===== config.mk =====
export PLATFORM = sky130hd
export DESIGN_NAME = pwm_capture
export DESIGN_NICKNAME = d
export VERILOG_FILES = /design/src/rtl/pwm_capture.sv
export SDC_FILE = /design/constraint.sdc
export NUM_CORES = 1
export LEC_CHECK = 0
export ABC_CLOCK_PERIOD_IN_PS = 3600
export BUFFER_PORTS_ARGS = -buffer_cell sky130_fd_sc_hd__buf_2
export CORE_ASPECT_RATIO = 0.75
export CORE_MARGIN = 2
export CORE_UTILIZATION = 41
export CTS_CLUSTER_DIAMETER = 50
export DETAILED_ROUTE_END_ITERATION = 10
export PLACE_DENSITY = 0.67
export SYNTH_ARGS = -nofsm -noshare
export SYNTH_HDL_FRONTEND = slang
export SYNTH_SLANG_ARGS = --single-unit

===== constraint.sdc =====
create_clock -name clk_i -period 3.6 [get_ports clk_i]
set_input_delay 0.9 -clock clk_i [delete_from_list [all_inputs] [get_ports clk_i]]
set_output_delay 0.9 -clock clk_i [all_outputs]
set_load 0.05 [all_outputs]

===== src/rtl/pwm_capture.sv =====
// PWM input decoder: measures period and high time of pwm_i and reports a 10-bit duty code.
// Optional glitch filter ahead of the edge detector: define PWM_CAPTURE_FILTER_EN.
module pwm_capture #(
    parameter int CNT_W    = 19,
    parameter int TIMEOUT  = 500000,
    parameter int FILT_LEN = 4
) (
    input  logic             clk_i,
    input  logic             rstn_i,
    input  logic             acc_en_i,
    input  logic             pwm_i,
    input  logic             clear_i,
    output logic [CNT_W-1:0] period_o,
    output logic [CNT_W-1:0] high_time_o,
    output logic [9:0]       duty_o,
    output logic             valid_o,
    output logic             stuck_o,
    output logic             overrun_o
);
    localparam int NUM_W = CNT_W + 10;
    localparam logic [CNT_W-1:0] TO_SAT = CNT_W'(TIMEOUT);
    localparam logic [CNT_W-1:0] TO_PRE = CNT_W'(TIMEOUT - 1);

    typedef enum logic [1:0] {IDLE, HIGH, LOW} state_t;

    if (FILT_LEN < 1 || TIMEOUT < 12) begin : g_bad_cfg
        $error("pwm_capture: FILT_LEN must be >= 1 and TIMEOUT >= 12");
    end

    logic sync1_q, sync1_d, sync2_q, sync2_d, hist_q, hist_d;
    logic level, rise, fall;

`ifdef PWM_CAPTURE_FILTER_EN
    localparam int FC_W = $clog2(FILT_LEN + 1);
    logic            filt_q, filt_d;
    logic [FC_W-1:0] fcnt_q, fcnt_d;

    // The filtered level only follows the synced input after FILT_LEN consecutive disagreeing clocks.
    always_comb begin
        filt_d = filt_q;
        fcnt_d = '0;
        if (sync2_q != filt_q) begin
            if (fcnt_q == FC_W'(FILT_LEN - 1)) filt_d = sync2_q;
            else                               fcnt_d = fcnt_q + FC_W'(1);
        end
    end

    always_ff @(posedge clk_i or negedge rstn_i) begin
        if (!rstn_i) begin
            filt_q <= 1'b0;
            fcnt_q <= '0;
        end else begin
            filt_q <= filt_d;
            fcnt_q <= fcnt_d;
        end
    end

    assign level = filt_q;
`else
    assign level = sync2_q;
`endif

    always_comb begin
        sync1_d = pwm_i;
        sync2_d = sync1_q;
        hist_d  = level;
    end

    assign rise = level & ~hist_q;
    assign fall = ~level & hist_q;

    state_t           state_q, state_d;
    logic [CNT_W-1:0] cnt_q, cnt_d, hi_cap_q, hi_cap_d;
    logic [CNT_W-1:0] per_hold_q, per_hold_d, hi_hold_q, hi_hold_d;
    logic [NUM_W-1:0] rem_q, rem_d, den_q, den_d;
    logic [9:0]       quot_q, quot_d;
    logic [3:0]       step_q, step_d;
    logic             busy_q, busy_d, done_q, done_d;
    logic [CNT_W-1:0] period_q, period_d, high_q, high_d;
    logic [9:0]       duty_q, duty_d;
    logic             valid_q, valid_d, stuck_q, stuck_d, ovr_q, ovr_d;
    logic             start, drop, tmo;

    always_comb begin
        state_d    = state_q;
        cnt_d      = cnt_q;
        hi_cap_d   = hi_cap_q;
        per_hold_d = per_hold_q;
        hi_hold_d  = hi_hold_q;
        rem_d      = rem_q;
        den_d      = den_q;
        quot_d     = quot_q;
        step_d     = step_q;
        busy_d     = busy_q;
        done_d     = 1'b0;
        period_d   = period_q;
        high_d     = high_q;
        duty_d     = duty_q;
        valid_d    = 1'b0;
        stuck_d    = stuck_q;
        ovr_d      = ovr_q;
        start      = 1'b0;
        drop       = 1'b0;
        tmo        = 1'b0;

        if (!acc_en_i) begin
            state_d = IDLE;
            cnt_d   = '0;
            busy_d  = 1'b0;
        end else begin
            cnt_d = (cnt_q == TO_SAT) ? cnt_q : cnt_q + CNT_W'(1);
            unique case (state_q)
                IDLE: begin
                    if (rise) begin
                        state_d = HIGH;
                        cnt_d   = CNT_W'(1);
                    end else if (fall) begin
                        cnt_d = CNT_W'(1);
                    end
                end
                HIGH: begin
                    if (fall) begin
                        hi_cap_d = cnt_q;
                        state_d  = LOW;
                    end
                end
                LOW: begin
                    if (rise) begin
                        cnt_d   = CNT_W'(1);
                        state_d = HIGH;
                        if (busy_q) drop  = 1'b1;
                        else        start = 1'b1;
                    end
                end
                default: state_d = IDLE;
            endcase

            // Counter saturates at TIMEOUT, so the watchdog fires once per quiet stretch.
            if (!rise && !fall && cnt_q == TO_PRE) begin
                tmo     = 1'b1;
                state_d = IDLE;
            end

            if (busy_q) begin
                if (rem_q >= den_q) begin
                    rem_d  = rem_q - den_q;
                    quot_d = {quot_q[8:0], 1'b1};
                end else begin
                    quot_d = {quot_q[8:0], 1'b0};
                end
                den_d  = den_q >> 1;
                step_d = step_q + 4'd1;
                if (step_q == 4'd9) begin
                    busy_d = 1'b0;
                    done_d = 1'b1;
                end
            end

            // hi*1023 as hi*1024 - hi; denominator pre-shifted for the quotient MSB.
            if (start) begin
                rem_d      = {hi_cap_q, 10'd0} - {10'd0, hi_cap_q};
                den_d      = {1'b0, cnt_q, 9'd0};
                quot_d     = '0;
                step_d     = '0;
                busy_d     = 1'b1;
                per_hold_d = cnt_q;
                hi_hold_d  = hi_cap_q;
            end

            if (tmo) begin
                period_d = '0;
                high_d   = '0;
                duty_d   = level ? 10'd1023 : 10'd0;
                valid_d  = 1'b1;
            end else if (done_q) begin
                period_d = per_hold_q;
                high_d   = hi_hold_q;
                duty_d   = quot_q;
                valid_d  = 1'b1;
            end

            if (clear_i) begin
                stuck_d = 1'b0;
                ovr_d   = 1'b0;
            end
            if (tmo)  stuck_d = 1'b1;
            if (drop) ovr_d   = 1'b1;
        end
    end

    always_ff @(posedge clk_i or negedge rstn_i) begin
        if (!rstn_i) begin
            sync1_q    <= 1'b0;
            sync2_q    <= 1'b0;
            hist_q     <= 1'b0;
            state_q    <= IDLE;
            cnt_q      <= '0;
            hi_cap_q   <= '0;
            per_hold_q <= '0;
            hi_hold_q  <= '0;
            rem_q      <= '0;
            den_q      <= '0;
            quot_q     <= '0;
            step_q     <= '0;
            busy_q     <= 1'b0;
            done_q     <= 1'b0;
            period_q   <= '0;
            high_q     <= '0;
            duty_q     <= '0;
            valid_q    <= 1'b0;
            stuck_q    <= 1'b0;
            ovr_q      <= 1'b0;
        end else begin
            sync1_q    <= sync1_d;
            sync2_q    <= sync2_d;
            hist_q     <= hist_d;
            state_q    <= state_d;
            cnt_q      <= cnt_d;
            hi_cap_q   <= hi_cap_d;
            per_hold_q <= per_hold_d;
            hi_hold_q  <= hi_hold_d;
            rem_q      <= rem_d;
            den_q      <= den_d;
            quot_q     <= quot_d;
            step_q     <= step_d;
            busy_q     <= busy_d;
            done_q     <= done_d;
            period_q   <= period_d;
            high_q     <= high_d;
            duty_q     <= duty_d;
            valid_q    <= valid_d;
            stuck_q    <= stuck_d;
            ovr_q      <= ovr_d;
        end
    end

    assign period_o    = period_q;
    assign high_time_o = high_q;
    assign duty_o      = duty_q;
    assign valid_o     = valid_q;
    assign stuck_o     = stuck_q;
    assign overrun_o   = ovr_q;
endmodule


* Word-level counts from Yosys, hierarchy flattened
Index checks and enable logic that the tools add are counted.
** Storage, ports and cells
- Output and inout port bits :: 51
- Flip-flop bits (word level) :: 206
- Word-level logic and storage cells :: 106
** Cells by class
- Muxes and demuxes :: 51
- Magnitude comparators :: 1
- Eq/ne operators :: 7
- Reduce and logical (&&, ||, !) cells :: 19
- Bitwise gates (word level) :: 4
- Add/subtract/negate cells :: 4
** Operators by type and width (number)
- $mux W19 :: 9
- $mux W29 :: 5
- $mux W10 :: 5
- $eq A19 B19 Y1 const B :: 2
- $pmux W19 S2 :: 1
- $ge A29 B29 Y1 :: 1
- $sub A29 B19 Y29 :: 1
- $sub A29 B29 Y29 :: 1
- $mux W1 :: 24
- $add A19 B1 Y19 const B :: 1
- $reduce_and A2 Y1 :: 6
- $reduce_bool A2 Y1 :: 5
- $mux W2 :: 4
- $mux W4 :: 2
- $reduce_and A3 Y1 :: 2
- $add A4 B1 Y4 const B :: 1
- $eq A4 B4 Y1 const B :: 1
- $ne A4 B2 Y1 const B :: 1
- $ne A4 B4 Y1 const B :: 1
- $pmux W2 S2 :: 1
- $and A1 B1 Y1 :: 2
- $eq A2 B1 Y1 const B :: 1
- $eq A2 B2 Y1 const B :: 1
- $logic_and A1 B1 Y1 :: 2
- other kinds (4) :: 6

* Logic depth before layout (Yosys ltp)
Gate-level depths: netlist of run 1.
- Word-level depth :: 9
- Mapped depth :: 14

* Worst setup path after synthesis of run 1
Ideal clock, no wire load.
- Kind :: register to register
- From :: register rem_q[0]
- To :: register rem_q[16]
- Period minus slack after synthesis :: 2.789 ns
- Arrival :: 2.664 ns
- Setup slack :: 0.811 ns
- Cell stages (with the launch flop) :: 14
- Cells stage by stage :: dfrtp_1 > inv_1 > ha_1 > inv_1 > fa_1 > a211oi_1 > nor2_1 > o21ai_1 > o21ai_1 > a221oi_1 > a21oi_1 > xnor2_1 > o21ai_0 > mux2_2
** On the way
- Cells in the longest elaborated chain, start to end :: 4
** RTL lines
- start: declaration :: line 75 : logic [NUM_W-1:0] rem_q, rem_d, den_q, den_d;
- start signal: assignment :: line 222 : rem_q <= rem_d;
- $sub A29 B29 Y29 :: line 146 : rem_d = rem_q - den_q;
- $mux W29 :: line 145 : if (rem_q >= den_q) begin
- $mux W29 :: line 144 : if (busy_q) begin
- $mux W29 :: line 160 : if (start) begin
Several ways; a longest one is shown, not always the timed one. The select of a mux whose other input is x is not followed.
A chain may end at the register's enable or synchronous reset.

* Final worst setup path of run 1
Same ends and word-level chain as after synthesis.

==> flow_summary.json, run 1 <==
{
  "grtUsageTotal": 0.191,
  "combPwrFrac": 0.164,
  "post_drt_wl_per_cell_um": 17.4,
  "busiest_layer": "met1",
  "worst_slew_pin_slew_ps": 862,
  "clockBufferDepth": 3,
  "drc": 0,
  "port_buffers": 55,
  "yosysWarnings": 0,
  "grt_max_degree": 67,
  "status": "complete, no violations",
  "num_vias": 8239,
  "slew_headroom": 0.424,
  "core_area_um2": 25800,
  "cts_buffers": 22,
  "vdd_drop_max_mv": 0.339,
  "final_hold_viol_count": 0,
  "firstDrtPassIters": 6,
  "hold_path.class": "in2async",
  "cts_sinks": 205,
  "path_clk_slew_ps": 60,
  "syn2layout_area_growth_pct": 14.4,
  "drt_iter0_markers": 593,
  "drive_above_1_share": 0.148,
  "power_uw": 6030,
  "use_met2": 0.280,
  "cts-root-buf": "clkbuf_16",
  "path_max_fanout": 4,
  "synthCells": 1087,
  "pwr-share-clk": 0.428,
  "grt_pass1_vias": 7577,
  "fmax_mhz": 308,
  "io-pin-count": 56,
  "end_kind": "flop",
  "grt.overflow.total": 0,
  "num_rows": 51,
  "post-route-period-util": 0.902,
  "synth-seq-area-share": 0.481,
  "rrSetupSlack_ps": 350,
  "drt-total-wl_um": 25900,
  "netSwitchingPower_uw": 1610,
  "syn-cell-area_um2": 10700,
  "ctsResizeCount": 0,
  "critPathRequiredTime_ps": 3980,
  "die_y_um": 144,
  "crit_arrival_ps": 3630,
  "use_met3": 0.0303,
  "crit_path_start_kind": "flop",
  "pwr_density_cell_nw_per_um2": 494,
  "rr_worst_depth": 13,
  "met1_usage": 0.294,
  "finalSetupViolations": 0,
  "maxCapViolCount": 0,
  "syn_nets": 1137,
  "htree_levels": 1,
  "grt_pass1_wl_um": 41900,
  "yosys.area.top_type": "dfrtp_1",
  "pre_cts_slack_ps": 430,
  "min_period_ps": 3250,
  "finalSetupTns_ps": 0,
  "finalWeightedCongestion": 0.916,
  "rsz0062_at_grt": "no",
  "r2r_end": "rem_q[16]$_DFFE_PN0P_",
  "cp-startpoint": "rem_q[0]$_DFFE_PN0P_",
  "die_width_um": 190,
  "antenna_found_initial": 0,
  "synthArstFlopShare": 1.00,
  "hold_ws_ps": 357,
  "synth_area_leaders": "dfrtp_1 48%, a22o_1 5.3%, ha_1 5.2%",
  "clk_latency_ps": 500,
  "dominantRegCellSynth": "dfrtp_1",
  "p_leak_uw": 0.00592,
  "netSwitchingFraction": 0.267,
  "postRouteAntennaNets": 0,
  "clock_skew_ps": 9.89,
  "dieArea_um2": 27400,
  "dp.final_hpwl_um": 18700,
  "synth_seq_cells": 205,
  "worst_slack_ps": 354,
  "start_util": 0.414,
  "diodes": 0,
  "cts_setup_buffers": 0,
  "holdBufCountCts": 0,
  "synth_edf_count": 0,
  "drv_slew": 0,
  "seqPwrFrac": 0.408,
  "path_class": "reg2reg",
  "cts_tree": "yes",
  "viasPerCell": 5.54,
  "p_int_uw": 4420,
  "reg2reg_from": "rem_q[0]$_DFFE_PN0P_",
  "synth.top_cell.area_share": 0.481,
  "ys_types": 68,
  "avgSynthCellArea_um2": 9.82,
  "finalNetCount": 1179
}
[layer usage]
metal / wire length, µm / up-vias
met5: 0 / -
met4: 484 / 0
met3: 1530 / 36
met2: 10900 / 220
met1: 13000 / 4060
li1: - / 3923
[area by class of cell]
class | count | area [µm²]
repair buffers | 78 | 494
well taps | 344 | 430
clock buffers | 24 | 589
inverters | 57 | 214
multi-input cells | 765 | 5120
fillers | 2403 | 13600
flip-flops and latches | 205 | 5130
clock inverters | 14 | 240
[worst max-delay path, stage by stage (launching register included)]
cell and delay [ps]:
dfrtp_1 360, inv_1 70, ha_1 160, inv_1 50
fa_1 420, a211oi_1 230, nor2_1 110, o21ai_1 360
o21ai_1 260, a221oi_1 450, a21oi_1 140, xnor2_1 160
o21ai_0 80, mux2_2 270
[power by group through the flow]
stage | combinational (µW) | sequential, µW | clock [µW]
2_1_floorplan | 720 | 2490 | 0
3_3_place_gp | 966 | 2500 | 0
3_5_place_dp | 980 | 2510 | 0
6_report | 987 | 2460 | 2580
5_1_grt | 1100 | 2470 | 2720
4_1_cts | 986 | 2460 | 2630
[worst max-delay path by stage]
stage,to,slack [ps],cells past startpoint
floorplan,rem_q[16]$_DFFE_PN0P_,810,13
global placement,rem_q[16]$_DFFE_PN0P_,460,13
detailed placement,rem_q[16]$_DFFE_PN0P_,430,13
CTS,rem_q[16]$_DFFE_PN0P_,390,13
global route,rem_q[16]$_DFFE_PN0P_,40,13
finish,rem_q[16]$_DFFE_PN0P_,350,13
[flip-flops by register name, summed over array words and instances, names as in the netlist]
signal,cells
busy_q,1
cnt_q,19
den_q,28
done_q,1
duty_o,10
hi_cap_q,19
hi_hold_q,19
high_time_o,19
hist_d,1
hist_q,1
overrun_o,1
per_hold_q,19
period_o,19
quot_q,10
rem_q,29
state_q,2
step_q,4
stuck_o,1
sync1_q,1
valid_o,1
[synthesized netlist by cell type, types with 3 or more instances]
master    number
o21ai_0       87
clkbuf_1      45
o31a_1         3
nor3_1        20
xor2_1        29
nor4_1         7
o21a_1        14
inv_1         57
mux2i_1        4
buf_2          7
dfrtp_1      205
o21ai_1       15
and2_1         3
nand2b_1       6
a21oi_1       61
a221oi_1       3
buf_1          6
nor2b_1        8
nand3_1       23
nor2_1        68
o21bai_1       6
a21o_1        16
a31oi_1        7
or3_1          6
o22ai_1       10
a211oi_1       5
ha_1          44
o31ai_1        3
and3_1        11
nand4_1        5
xnor2_1       36
nor4b_1        3
nand2_1      121
mux2_2        40
a22o_1        64
[placed cells by master (no fill, tap or decap), types with 3 or more instances in the layout]
cell type,synthesis,layout
nand4_1,5,5
nand2b_1,6,6
nor4_1,7,7
o22ai_1,10,10
nor3_1,20,20
buf_4,0,20
mux2i_1,4,4
ha_1,44,44
xor2_1,29,29
o31a_1,3,3
o21ai_1,15,14
a211oi_1,5,5
clkbuf_16,0,23
nor4b_1,3,3
nand3_1,23,23
inv_1,57,57
mux2_2,40,40
o31ai_1,3,3
bufinv_16,0,6
nor2b_1,8,8
dfrtp_1,205,205
or3_1,6,6
a221oi_1,3,3
and2_1,3,3
nand2_1,121,120
o21bai_1,6,6
clkinv_2,0,4
a21o_1,16,16
xnor2_1,36,36
nor2_1,68,68
a21oi_1,61,61
buf_12,0,3
a22o_1,64,64
a31oi_1,7,7
buf_2,7,54
o21ai_0,87,87
o21a_1,14,14
and3_1,11,11
[through the flow]
stage | util | instances | area, µm²
2_1_floorplan | - | 1087 | 10700
3_3_place_gp | 0.442 | 1449 | 11400
3_5_place_dp | 0.442 | 1449 | 11400
4_1_cts | 0.474 | 1487 | 12200
5_1_grt | 0.474 | 1487 | 12200
6_report | 0.474 | 1487 | 12200
[cell families after synthesis]
logic type	count (synthesis)	synth area share
compound gates	315	0.195
simple gates	295	0.128
flops	205	0.481
buf+inv	117	0.0428
xor+xnor	65	0.0533
mux	45	0.0470
fa+ha+maj	45	0.0535
Power figures use the tool's default switching activity.
==> run 2, diff against run 1 <==
--- a/config.mk
+++ b/config.mk
@@ -7,12 +7,14 @@
 export LEC_CHECK = 0
 export ABC_CLOCK_PERIOD_IN_PS = 3600
 export BUFFER_PORTS_ARGS = -buffer_cell sky130_fd_sc_hd__buf_2
+export CELL_PAD_IN_SITES_DETAIL_PLACEMENT = 1
+export CELL_PAD_IN_SITES_GLOBAL_PLACEMENT = 2
 export CORE_ASPECT_RATIO = 0.75
 export CORE_MARGIN = 2
-export CORE_UTILIZATION = 41
+export CORE_UTILIZATION = 40
 export CTS_CLUSTER_DIAMETER = 50
 export DETAILED_ROUTE_END_ITERATION = 10
-export PLACE_DENSITY = 0.67
+export PLACE_DENSITY = 0.9
 export SYNTH_ARGS = -nofsm -noshare
 export SYNTH_HDL_FRONTEND = slang
 export SYNTH_SLANG_ARGS = --single-unit
==> run 2 against run 1 <==
Sequential share of layout area up 0.34 points. Critical path type unchanged. Critical path depth unchanged. Largest power group is now sequential cells. Largest cell class unchanged. Total power down 4.4%.
==> flow_summary.json, run 2 (synthesis gave the netlist of run 1 again) <==
{
  "port_buffers": 55,
  "cts_buffers": 23,
  "use_met2": 0.351,
  "pwr_density_cell_nw_per_um2": 475,
  "rsz0062_at_grt": "no",
  "cpMaxStageDelayCell": "a221oi_1",
  "grt.overflow.total": 0,
  "post_drt_wl_per_cell_um": 20.4,
  "place_area_um2": 11400,
  "clockBufferDepth": 3,
  "slowest_delay_ps": 470,
  "diodes": 0,
  "clk_latency_ps": 520,
  "grt_pass1_vias": 8855,
  "firstDrtPassIters": 4,
  "min_period_ps": 3260,
  "fin_cells": 1493,
  "grt_max_degree": 78,
  "nFillCells": 2971,
  "ctsResizeCount": 0,
  "path_max_fanout": 4,
  "p_leak_uw": 0.00588,
  "drv_slew": 0,
  "grtUsageTotal": 0.222,
  "holdBufCountCts": 0,
  "crit_path_start_kind": "flop",
  "core_area_um2": 26100,
  "clock_skew_ps": 12.7,
  "hold_path.class": "reg2reg",
  "path_clk_slew_ps": 60,
  "met1_usage": 0.332,
  "drive_above_1_share": 0.148,
  "largest-register": "rem_q",
  "path_delay_family": "compound AO/OA/AOI/OAI gates",
  "io-pin-count": 56,
  "dieArea_um2": 28000,
  "viasPerCell": 5.66,
  "vdd_drop_max_mv": 0.371,
  "status": "complete, no violations",
  "final_cell_mix": "205 x dfrtp_1, 120 x nand2_1, 87 x o21ai_0",
  "cts_setup_buffers": 0,
  "end_kind": "flop",
  "finalSetupViolations": 0,
  "final_common_cell": "dfrtp_1",
  "grt_pass1_wl_um": 49800,
  "cp_num_buf_inv": 2,
  "htree_levels": 1,
  "utilization": 0.464,
  "fmax_mhz": 307,
  "die_y_um": 145,
  "cts-root-buf": "clkbuf_16",
  "path_class": "reg2reg",
  "maxCapViolCount": 0,
  "top_regs": "rem_q (29), den_q (28)",
  "cts_tree": "yes",
  "slew_headroom": 0.378,
  "cp_cell_sequence": "inv_1 -> ha_1 -> inv_1 -> fa_1 -> a211oi_1 -> nor2_1 -> o21ai_1 -> o21ai_1 -> a221oi_1 -> a21oi_1 -> xnor2_1 -> o21ai_0 -> mux2_2",
  "syn2layout_area_growth_pct": 13.5,
  "die_width_um": 193,
  "finalNetCount": 1186,
  "dp.cells": 1455,
  "finalWeightedCongestion": 0.871,
  "critPathRequiredTime_ps": 4000,
  "final_hold_viol_count": 0,
  "hold_ws_ps": 366,
  "crit_arrival_ps": 3660,
  "finalSetupTns_ps": 0,
  "postRouteAntennaNets": 0,
  "use_met3": 0.0292,
  "largest_reg_flops": 29,
  "num_rows": 51,
  "drc": 0,
  "worst_slew_pin_slew_ps": 931,
  "antenna_found_initial": 0,
  "drt-total-wl_um": 30500,
  "drt_iter0_markers": 469,
  "start_util": 0.409,
  "post-route-period-util": 0.905,
  "final_design_area_no_fill_um2": 12100,
  "cts_sinks": 205,
  "num_vias": 8454,
  "busiest_layer": "met2",
  "dp.final_hpwl_um": 22000
}
==> run 2: path summary, 6_finish.rpt <==
path | start | to | slack, ps | depth (start not counted)
max | rem_q[0]$_DFFE_PN0P_ | rem_q[16]$_DFFE_PN0P_ | 340 | 13
min | sync1_q$_DFF_PN0_ | hist_d$_DFF_PN0_ | 370 | 0
max reg2reg | rem_q[0]$_DFFE_PN0P_ | rem_q[16]$_DFFE_PN0P_ | 340 | 13
min reg2reg | sync1_q$_DFF_PN0_ | hist_d$_DFF_PN0_ | 370 | 0
max in group asynchronous | rstn_i | duty_o[2]$_DFFE_PN0P_ | 2370 | 2
min in group asynchronous | rstn_i | den_q[5]$_DFFE_PN0P_ | 390 | 1
==> run 2: stage by stage <==
step                      total power [µW]  worst slack [ps]
after floorplan                       3210               811
after global placement                3500               563
after detailed placement              3520               408
after CTS                             5800               379
after global routing                  6020              35.3
final                                 5760               342
==> run 2: routing by layer <==
metal  part of all wire  up-vias
met4              0.013        0
met2               0.45      121
li1                   -     3935
met5                  0        -
met3              0.033       31
met1               0.50     4367
==> run 2: where the power goes <==
part           switching [µW]  internal [µW]  leakage, µW
Clock                     996           1280     0.000347
Combinational             633            387      0.00279
Sequential               59.9           2410      0.00274
Total                    1690           4070      0.00588
==> run 2: worst register-to-register path, delay by kind of cell, from the launching register on <==
kind | cells | cell delay, ps
compound gates | 6 | 1500
simple gates | 1 | 120
buf+inv | 2 | 140
xor+xnor | 1 | 150
fa+ha+maj | 2 | 600
mux | 1 | 280
flops | 1 | 360
==> run 2: cell type report <==
class                      count  area [µm²]  share of cell area
timing repair buffer          84         527              0.0435
multi-input combinational    765        5120               0.422
sequential                   205        5130               0.423
clock buffer                  29         608              0.0502
inverter                      57         214              0.0177
clock inverter                 9        91.3             0.00754
tap                          344         430              0.0355
==> run 3, diff against run 2 <==
--- a/config.mk
+++ b/config.mk
@@ -14,7 +14,7 @@
 export CORE_UTILIZATION = 40
 export CTS_CLUSTER_DIAMETER = 50
 export DETAILED_ROUTE_END_ITERATION = 10
-export PLACE_DENSITY = 0.9
+export PLACE_DENSITY_LB_ADDON = 0.25
 export SYNTH_ARGS = -nofsm -noshare
 export SYNTH_HDL_FRONTEND = slang
 export SYNTH_SLANG_ARGS = --single-unit
==> run 3 against run 2 <==
Cell count is 0.47% higher. Critical path depth stayed put. Register-to-register slack better by 80 ps. Worst setup slack better by 84 ps. Largest cell class unchanged.
==> flow_summary.json, run 3 (synthesis gave the netlist of run 1 again) <==
{
  "ctsResizeCount": 0,
  "min_period_ps": 3170,
  "hold_ws_ps": 348,
  "final-seq-area_um2": 5130,
  "met1_usage": 0.340,
  "grt.overflow.total": 0,
  "top_regs": "rem_q (29), den_q (28)",
  "num_vias": 8321,
  "clock_skew_ps": 11.1,
  "grt_pass1_vias": 8531,
  "rr_worst_depth": 13,
  "busiest_layer": "met1",
  "utilization": 0.471,
  "worst_slew_pin_slew_ps": 888,
  "finalSetupViolations": 0,
  "grt_max_degree": 83,
  "final_common_cell": "dfrtp_1",
  "holdBufCountCts": 0,
  "start_util": 0.409,
  "dp.final_hpwl_um": 22000,
  "die_width_um": 193,
  "use_met2": 0.340,
  "io-pin-count": 56,
  "path_max_fanout": 4,
  "drt_iter0_markers": 461,
  "drive_above_1_share": 0.157,
  "syn2layout_area_growth_pct": 15.2,
  "worst_slack_ps": 426,
  "finalNetCount": 1189,
  "critPathRequiredTime_ps": 4000,
  "rsz0062_at_grt": "no",
  "crit_path_start_kind": "flop",
  "pre_cts_slack_ps": 471,
  "finalWeightedCongestion": 0.841,
  "clk_latency_ps": 520,
  "hp-start": "sync1_q$_DFF_PN0_",
  "drt-total-wl_um": 30500,
  "fmax_mhz": 315,
  "multiInputGateArea_um2": 5120,
  "r2r_end": "rem_q[16]$_DFFE_PN0P_",
  "diodes": 0,
  "post_drt_wl_per_cell_um": 20.3,
  "grt_pass1_wl_um": 49400,
  "hold_end": "hist_d$_DFF_PN0_",
  "holdPathStages": 0,
  "largest-register": "rem_q",
  "crit_arrival_ps": 3580,
  "final_hold_viol_count": 0,
  "finalSetupTns_ps": 0,
  "htree_levels": 1,
  "path_clk_slew_ps": 60,
  "place_area_um2": 11400,
  "final_cell_mix": "205 x dfrtp_1, 120 x nand2_1, 87 x o21ai_0",
  "p_leak_uw": 0.00596,
  "core_area_um2": 26100,
  "pwr_density_cell_nw_per_um2": 497,
  "clockBufferDepth": 3,
  "final_design_area_no_fill_um2": 12300,
  "dieArea_um2": 28000,
  "cts_buffers": 25,
  "slowest_delay_ps": 470,
  "die_y_um": 145,
  "postRouteAntennaNets": 0,
  "num_rows": 51,
  "cts_setup_buffers": 0,
  "path_class": "reg2reg",
  "cts-root-buf": "clkbuf_16",
  "rrSetupSlack_ps": 430,
  "cp_cell_sequence": "inv_1 -> ha_1 -> inv_1 -> fa_1 -> a211oi_1 -> nor2_1 -> o21ai_1 -> o21ai_1 -> a221oi_1 -> a21oi_1 -> xnor2_1 -> o21ai_0 -> mux2_2",
  "drc": 0,
  "largest_reg_flops": 29,
  "port_buffers": 55,
  "antenna_found_initial": 0,
  "cts_tree": "yes",
  "drv_slew": 0,
  "grtUsageTotal": 0.222,
  "post-route-period-util": 0.882,
  "slew_headroom": 0.403,
  "viasPerCell": 5.55,
  "cpMaxStageDelayCell": "a221oi_1",
  "firstDrtPassIters": 4,
  "reg2reg_from": "rem_q[0]$_DFFE_PN0P_",
  "vdd_drop_max_mv": 0.363,
  "cts_sinks": 205,
  "use_met3": 0.0289,
  "maxCapViolCount": 0,
  "end_kind": "flop",
  "hold_path.class": "reg2reg",
  "nFillCells": 2946,
  "status": "complete, no violations"
}
==> run 3: layout make-up <==
class | count | area share
Sequential cell | 205 | 0.417
Multi-Input combinational cell | 765 | 0.416
Clock buffer | 29 | 0.0554
Timing Repair Buffer | 85 | 0.0435
Tap cell | 344 | 0.0350
Inverter | 57 | 0.0174
Clock inverter | 15 | 0.0154
==> run 3: per-layer routing <==
metal / share of wire / up-vias
li1: - / 3945
met1: 0.51 / 4227
met2: 0.44 / 119
met3: 0.034 / 30
met4: 0.012 / 0
met5: 0 / -
==> run 3: power by group <==
group	switching, µW	total (µW)	internal (µW)
clock network	1050	2640	1590
registers	59.7	2470	2410
logic	628	1010	387
==> run 3: through the flow <==
step,cells,power (µW)
final,1500,6120
after global routing,1500,6400
after CTS,1500,6190
after detailed placement,1456,3530
after global placement,1456,3510
after floorplan,1087,3210
==> run 3: critical path, delay by kind of cell, from the launching register on <==
kind	cells	cell delay, ps
and+or+nand+nor	1	110
buffers and inverters	2	130
DFF	1	350
adders and majority gates	2	580
muxes	1	290
xor gates and xnor gates	1	160
AOI/OAI and AO/OA	6	1450
==> run 3: how the worst max path moves through the flow <==
stage | cells after the start | endpoint | startpoint | slack, ps
floorplan | 13 | rem_q[16]$_DFFE_PN0P_ | rem_q[0]$_DFFE_PN0P_ | 810
detailed placement | 13 | rem_q[16]$_DFFE_PN0P_ | rem_q[0]$_DFFE_PN0P_ | 470
global route | 11 | rem_q[8]$_DFFE_PN0P_ | den_q[18]$_DFFE_PN0P_ | 210
global placement | 10 | rem_q[3]$_DFFE_PN0P_ | rem_q[21]$_DFFE_PN0P_ | 440
finish | 13 | rem_q[16]$_DFFE_PN0P_ | rem_q[0]$_DFFE_PN0P_ | 430
CTS | 13 | rem_q[16]$_DFFE_PN0P_ | rem_q[0]$_DFFE_PN0P_ | 460
